$ cat src/rtl/fsm_operand_feeder.sv
// Byte FIFO + pairing FSM feeding the encode/arith core: start, operand A, operand B, wait for done.
// Optional transaction counter enabled by defining FEEDER_PERF_CNT_EN.
module fsm_operand_feeder #(
  parameter int DEPTH   = 8,
  parameter int TIMEOUT = 31
) (
  input  logic        clk,
  input  logic        rst_n,
  input  logic        in_valid,
  output logic        in_ready,
  input  logic [7:0]  in_data,
  output logic        core_start,
  output logic [7:0]  core_data_in,
  input  logic        core_done,
  input  logic [7:0]  core_data_out,
  output logic        res_valid,
  output logic [7:0]  res_data,
  output logic        err_timeout,
  output logic        busy,
  output logic [15:0] txn_count
);

  localparam int AW = $clog2(DEPTH);
  localparam logic [AW:0] FULL_CNT = DEPTH[AW:0];
  localparam logic [AW:0] PAIR_CNT = (AW + 1)'(2);
  localparam logic [7:0]  WD_LAST  = 8'(TIMEOUT - 1);

  typedef enum logic [2:0] {S_IDLE, S_START, S_OPA, S_OPB, S_WAIT} state_t;

  state_t         state, state_nx;
  logic [7:0]     mem [DEPTH];
  logic [AW-1:0]  wr_ptr, rd_ptr;
  logic [AW:0]    count;
  logic           push, pop;
  logic           done_q, done_rise;
  logic           wd_clr, wd_hit, res_load;
  logic [7:0]     wd_cnt;

  // Readiness comes from the registered count only, so a pop never opens the door in the same cycle.
  assign in_ready  = (count < FULL_CNT);
  assign push      = in_valid & in_ready;
  assign done_rise = core_done & ~done_q;
  assign busy      = (state != S_IDLE);

  always_ff @(posedge clk) begin
    if (push) mem[wr_ptr] <= in_data;
  end

  always_ff @(posedge clk or negedge rst_n) begin
    if (!rst_n) begin
      wr_ptr <= '0;
      rd_ptr <= '0;
      count  <= '0;
    end else begin
      if (push) wr_ptr <= wr_ptr + 1'b1;
      if (pop)  rd_ptr <= rd_ptr + 1'b1;
      case ({push, pop})
        2'b10:   count <= count + 1'b1;
        2'b01:   count <= count - 1'b1;
        default: count <= count;
      endcase
    end
  end

  always_ff @(posedge clk or negedge rst_n) begin
    if (!rst_n) state <= S_IDLE;
    else        state <= state_nx;
  end

  always_comb begin
    state_nx     = state;
    core_start   = 1'b0;
    core_data_in = 8'h00;
    pop          = 1'b0;
    wd_clr       = 1'b0;
    wd_hit       = 1'b0;
    res_load     = 1'b0;
    case (state)
      S_IDLE: begin
        if (count >= PAIR_CNT) state_nx = S_START;
      end
      S_START: begin
        core_start = 1'b1;
        state_nx   = S_OPA;
      end
      S_OPA: begin
        core_data_in = mem[rd_ptr];
        pop          = 1'b1;
        state_nx     = S_OPB;
      end
      S_OPB: begin
        core_data_in = mem[rd_ptr];
        pop          = 1'b1;
        wd_clr       = 1'b1;
        state_nx     = S_WAIT;
      end
      S_WAIT: begin
        if (done_rise) begin
          res_load = 1'b1;
          state_nx = S_IDLE;
        end else if (wd_cnt == WD_LAST) begin
          wd_hit   = 1'b1;
          state_nx = S_IDLE;
        end
      end
      default: state_nx = S_IDLE;
    endcase
  end

  // done_q tracks the core level in every state, so a level already high on entry to S_WAIT is not an edge.
  always_ff @(posedge clk or negedge rst_n) begin
    if (!rst_n) begin
      done_q      <= 1'b0;
      wd_cnt      <= 8'h00;
      res_valid   <= 1'b0;
      res_data    <= 8'h00;
      err_timeout <= 1'b0;
    end else begin
      done_q    <= core_done;
      res_valid <= res_load;
      if (res_load) res_data <= core_data_out;
      if (wd_hit)   err_timeout <= 1'b1;
      if (wd_clr)                  wd_cnt <= 8'h00;
      else if (state == S_WAIT)    wd_cnt <= wd_cnt + 8'd1;
    end
  end

`ifdef FEEDER_PERF_CNT_EN
  logic [15:0] txn_q;

  always_ff @(posedge clk or negedge rst_n) begin
    if (!rst_n)        txn_q <= 16'h0000;
    else if (res_load) txn_q <= txn_q + 16'd1;
  end

  assign txn_count = txn_q;
`else
  assign txn_count = 16'h0000;
`endif

endmodule

$ cat config.mk
export PLATFORM = sky130hd
export DESIGN_NAME = fsm_operand_feeder
export DESIGN_NICKNAME = d
export VERILOG_FILES = /design/src/rtl/fsm_operand_feeder.sv
export SDC_FILE = /design/constraint.sdc
export NUM_CORES = 1
export LEC_CHECK = 0
export CELL_PAD_IN_SITES_DETAIL_PLACEMENT = 1
export CELL_PAD_IN_SITES_GLOBAL_PLACEMENT = 2
export CORE_UTILIZATION = 41
export DETAILED_ROUTE_END_ITERATION = 16
export GPL_TIMING_DRIVEN = 1
export PLACE_DENSITY = 0.94
export SKIP_LAST_GASP = 1
export SYNTH_ARGS = -nofsm -noshare
export SYNTH_HDL_FRONTEND = slang
export SYNTH_SLANG_ARGS = --single-unit
$ cat constraint.sdc
create_clock -name clk -period 2.98 [get_ports clk]
set_input_delay 0.298 -clock clk [delete_from_list [all_inputs] [get_ports clk]]
set_output_delay 0.298 -clock clk [all_outputs]
set_load 0.02 [all_outputs]
-- Yosys cells after proc, flatten, opt, wreduce, memory -nomap -nowiden
Memory sizes are Yosys's and may differ from the RTL's.
Cells that the tools add are included.
- $add $sub $neg: 5
- multiply operators: 0
- div/mod/pow operators: 0
- magnitude comparators: 2
- equal/unequal tests: 9
- shifts and indexed selects: 0
- mux-type cells: 18
- bitwise operators: 3
- reduce and logical (&&, ||, !) cells: 6
- operator list (operator ; number):
    $mux 8 ; 3
    $pmux 3 s5 ; 1
    $mux 1 ; 10
    $mux 3 ; 3
    $add 8x1->8 const B ; 1
    $eq 8x5->1 const B ; 1
    $pmux 4 s2 ; 1
    $add 3x1->3 const B ; 2
    $eq 3x2->1 const B ; 2
    $add 4x1->4 const B ; 1
    $ge 4x2->1 const B ; 1
    $lt 4x4->1 const B ; 1
    $reduce_bool 2->1 ; 2
    $sub 4x1->4 const B ; 1
    $eq 3x1->1 const B ; 1
    $eq 3x3->1 const B ; 1
    $logic_not 3->1 ; 1
    $ne 3x3->1 const B ; 1
    $reduce_bool 3->1 ; 1
    $and 1x1->1 ; 2
    $eq 2x1->1 const B ; 1
    $eq 2x2->1 const B ; 1
    $ne 2x2->1 const B ; 1
    $reduce_and 2->1 ; 1
    2 further kinds ; 2
- register bits after elaboration: 32
- bits in latches: 0
- memory bits (writable): 64
- ROM bits: 0
- bits of input ports: 20
- output and inout bits: 37
- word-level logic and storage cells: 53
- memories kept: 1
- memories (memory ; depth ; bits a word ; rd ports ; clocked after Yosys merged registers in ; wr ports ; line ; text):
    mem ; 8 ; 8 ; 1 ; 0 ; 1 ; 31 ; logic [7:0] mem [DEPTH];

-- Logic depth before layout (Yosys ltp)
- depth after elaboration: 5
- gate-level depth with buffers: 11
- mapped depth without buffers: 9

-- Worst setup path after synthesis
OpenSTA, ideal clock, no wires.
- path kind: flip-flop to output port
- from: register rd_ptr[1]
- to: output port core_data_in[4]
- arrival time: 1691 ps
- data required time: 2682 ps
- setup slack: 991 ps
- cell stages (with the launch flop): 6
- buffers on the path: 2
- cell sequence: dfrtp_1 > clkbuf_1 > buf_2 > mux2i_1 > a22o_1 > a211oi_1
- cells in the longest elaborated chain, start to end: 2
- ends and longest elaborated chain (item ; line ; text):
    start: declaration ; 32 ; logic [AW-1:0] wr_ptr, rd_ptr;
    start signal: assignment ; 56 ; if (pop) rd_ptr <= rd_ptr + 1'b1;
    $mem_v2 8x8 ; -- ;
    $mux 8 ; -- ;
    end: declaration ; 13 ; output logic [7:0] core_data_in,
Every way passes these cells.

-- Final worst setup path
- from: register state[2]
- to: output port core_data_in[7]
- cells in the longest elaborated chain, start to end: 3
- elaborated cells on any way between the ends: 4
- those cells by class: eq/ne: 2; mux: 1; reduce/logical: 1
- ends and longest elaborated chain (item ; line ; text):
    start: declaration ; 30 ; state_t state, state_nx;
    start signal: assignment ; 67 ; else state <= state_nx;
    $eq 3x2->1 ; 78 ; case (state)
    $reduce_or 2->1 (no source line) (*) ; -- ;
    $mux 8 (*) ; -- ;
Mark *: on every way between the ends. The rest lies on a longest branch, timed or not.

==> results <==
- Of the post-synthesis cell area, the dominant cell type holds 0.462.
- The fmax is 377 MHz.
- The worst setup path is launched from a register.
- The global-route wire length before repair is 13500 µm.
- The standby leakage power is 0.00187 µW.
- The largest vdd supply drop is 532 µV.
- The post-CTS clock slew at the launch and capture registers of the worst setup and hold paths is 0.10 ns.
- The total via count after detailed routing is 2408.
- The clock latency at the later pin of the worst-skew pair is 0.37 ns.
- Across all setup checks in the final design, the least slack found is 0.328 ns.
- The clock tree from TritonCTS is yes.
- The standard cell area after detailed placement is 4710 µm².
- The global placer's final weighted congestion is 0.725.
- Port buffering added 40 buffers.
- The via-per-instance ratio is 5.05.
- In the global route stage, overall resource usage came out at 0.177.
- Entering global routing, the biggest net connects 35 pins.
- The count of endpoints failing hold in the final timing report is 0.
- Across the run, the number of max-cap violations was 0.
- The tightest min-delay check is of the primary input to asynchronous set/reset pin type.
- The actual slew at the worst max-slew pin is 0.534 ns.
- The share of synthesized registers carrying an async set or reset is 0.333.
- In the final layout, the share of cells above drive strength 1 is 0.142.
- In this run the post-CTS setup repair buffer count came out at 0.
- Setup violations remaining at the end of the flow were counted as 0.
- The clock passes through at most 2 buffers.
- The endpoint of the worst register-to-register path is count[2].
- The total global routing overflow is 0.
- Total power for the finished layout comes to 4510 µW.
- Detailed placement ended at an HPWL of 5730 µm.
- At the worst endpoint, the required time is 2.68 ns.
- The critical path is of the register to output port type.
- A synthesized cell averages 14.4 µm².
- Data on the critical path arrives at its endpoint at 2.35 ns.
- The number of core rows is 36.
- Leaving out fill and tap cells, the most frequent cell in the layout is edfxtp_1.
- The top cell types in the final layout, fill and taps aside, are edfxtp_1 (64), clkdlybuf4s50_1 (40), dfrtp_1 (32).
- In the post-synthesis netlist, the biggest area contributors are edfxtp_1 (46%), dfrtp_1 (19%), mux2i_1 (6.5%).
- The number of antenna diodes in the final layout is 0.
- The die covers 10600 µm².
- The total standard cell area after synthesis is 4160 µm².
- The run finished with clean final reports.
- Once detail routing completed, the nets flagged for antenna violations numbered 0.
- For the worst flop-to-flop path, the logic depth is 9.
- For this run, the register share of the synthesized area comes to 0.655.
- The area added between synthesis and finish is 17.8%.
- The maximum fanout along the worst path is 12.
- The number of register bits inferred by synthesis is 96.
- The power density of the placed cells is 921 nW/µm².
- Clock skew on the completed layout was measured at 0.0168 ns.
- During I/O placement, the number of pins put on the boundary was 57.
- Once layout is done, the placed cells without fillers occupy 4900 µm².
- The number of detailed-routing iterations run before antenna repair is 4.
- The total negative setup slack is 0 ns.
- The number of nets in the layout is 366.
- The part of the cycle the worst path needs is 0.890.
- In this run the tightest slew margin relative to its limit is 0.644.
- Clock tree synthesis inserted a total of 9 buffers.
- The time the final worst path needs with I/O delays and setup is 2.65 ns.
- The cell taking the most area after synthesis is edfxtp_1.
- Wires add up to 8470 µm.
- Setup repair after global routing left no endpoint under its margin.
- The total count of max-transition violations in the final report is 0.
- The via count of the first global-routing pass is 2644.
- The yosys synthesis warning count is 0.
- In the routed design, unresolved DRC markers number 0.
- The count of clock tree sinks is 96.
- The most frequently used flop master after synthesis is edfxtp_1.
- The number of unique standard cell types used by synthesis is 38.
- The overall die width is 103 µm.
- The endpoint class of the critical path is an output port.
- The number of enable-type register cells in the synthesized netlist is 64.
- After the first detailed-routing iteration, the DRC count stood at 136.
- The height of the chip is 103 µm.
- The starting density of the core is 0.424.
- The setup slack at placement is 0.590 ns.
- The instance count of the mapped netlist is 288.
- The worst register-to-register path begins at state[2].
- The number of H-tree levels is 3.
- The area of the core region is 9820 µm².
- The clock tree root buffer cell is clkbuf_8.
- In this run the register-to-register setup slack is 0.67 ns.
- The initial antenna violation count was 0.
- After detailed routing, the average wire length per cell comes to 17.8 µm.
registers in the layout, indices dropped and copies added, names as in the netlist:
signal and cells:
count 4, done_q 1, err_timeout 1, mem 64, rd_ptr 3, res_data 8
res_valid 1, state 3, wd_cnt 8, wr_ptr 3
cell families after synthesis:
family	Yosys count	synth area share
other	1	0.000902
xor gates and xnor gates	11	0.0232
AOI/OAI and AO/OA	35	0.0560
DFF	96	0.655
muxes	45	0.121
and+or+nand+nor	59	0.0734
adders and majority gates	7	0.0211
buffers and inverters	34	0.0499
Yosys cell counts (2+ instances only):
library cell / instances
edfxtp_1: 64
dfrtp_1: 32
mux2i_1: 27
buf_4: 16
nand2_1: 15
o21ai_0: 14
mux2_2: 10
nor2_1: 9
a211oi_1: 8
a22o_1: 8
mux2_4: 8
nand3_1: 8
ha_1: 7
xnor2_1: 7
inv_1: 6
nand2b_1: 6
buf_2: 4
nor3_1: 4
xor2_1: 4
buf_1: 3
clkbuf_1: 3
nor2b_1: 3
a21oi_1: 2
and2_1: 2
buf_6: 2
nand4_1: 2
nor3b_1: 2
nor4b_1: 2
worst max-delay path by stage:
stage                     startpoint               to  slack, ns  cells past startpoint
final                       state[2]  core_data_in[7]       0.33                      5
after detailed placement    in_valid         count[2]       0.59                     11
after global routing        state[2]  core_data_in[7]       0.15                      5
after floorplan            rd_ptr[1]  core_data_in[4]       0.99                      5
after CTS                   state[2]  core_data_in[7]       0.12                      5
after global placement      state[2]  core_data_in[7]       0.63                      5
metrics by stage:
stage                     std cells  utilization  hold WS, ns
after floorplan                 303            -      0.00241
after global placement          461        0.479        0.458
after detailed placement        461        0.479        0.474
after CTS                       477        0.499        0.319
after global routing            477        0.499        0.341
final                           477        0.499        0.322
routing by layer:
layer / global-route usage / vias up / wire length, µm
met4: 0.0626 / 0 / 109
met5: 0 / - / 0
li1: - / 1120 / -
met2: 0.310 / 62 / 4370
met1: 0.215 / 1217 / 3630
met3: 0.0380 / 9 / 361
cell type report:
| class | count | area, µm² |
|---|---|---|
| fillers | 1022 | 4920 |
| inverters | 6 | 26.3 |
| well taps | 133 | 166 |
| repair buffers | 53 | 510 |
| flip-flops and latches | 96 | 2720 |
| clock inverters | 7 | 66.3 |
| multi-input cells | 173 | 1280 |
| clock buffers | 9 | 124 |
where the power goes:
part	total, µW	switching (µW)	internal (µW)	leakage, µW
Combinational	1830	962	868	0.000795
Clock	806	486	321	0.0000961
Sequential	1880	204	1670	0.000981
Total	4510	1650	2860	0.00187
critical path, cell delays in order, from the launching register on:
cell	delay [ns]
dfrtp_1	0.45
nand2b_1	0.24
clkinvlp_4	0.23
o21ai_0	0.15
a211oi_1	0.24
clkdlybuf4s50_1	0.68
timing repair:
action,4_1_cts,5_1_grt
gates resized for setup,0,1
hold buffers,0,0
setup endpoints to repair,0,1
No activity file was read; power rests on OpenSTA's default activity.
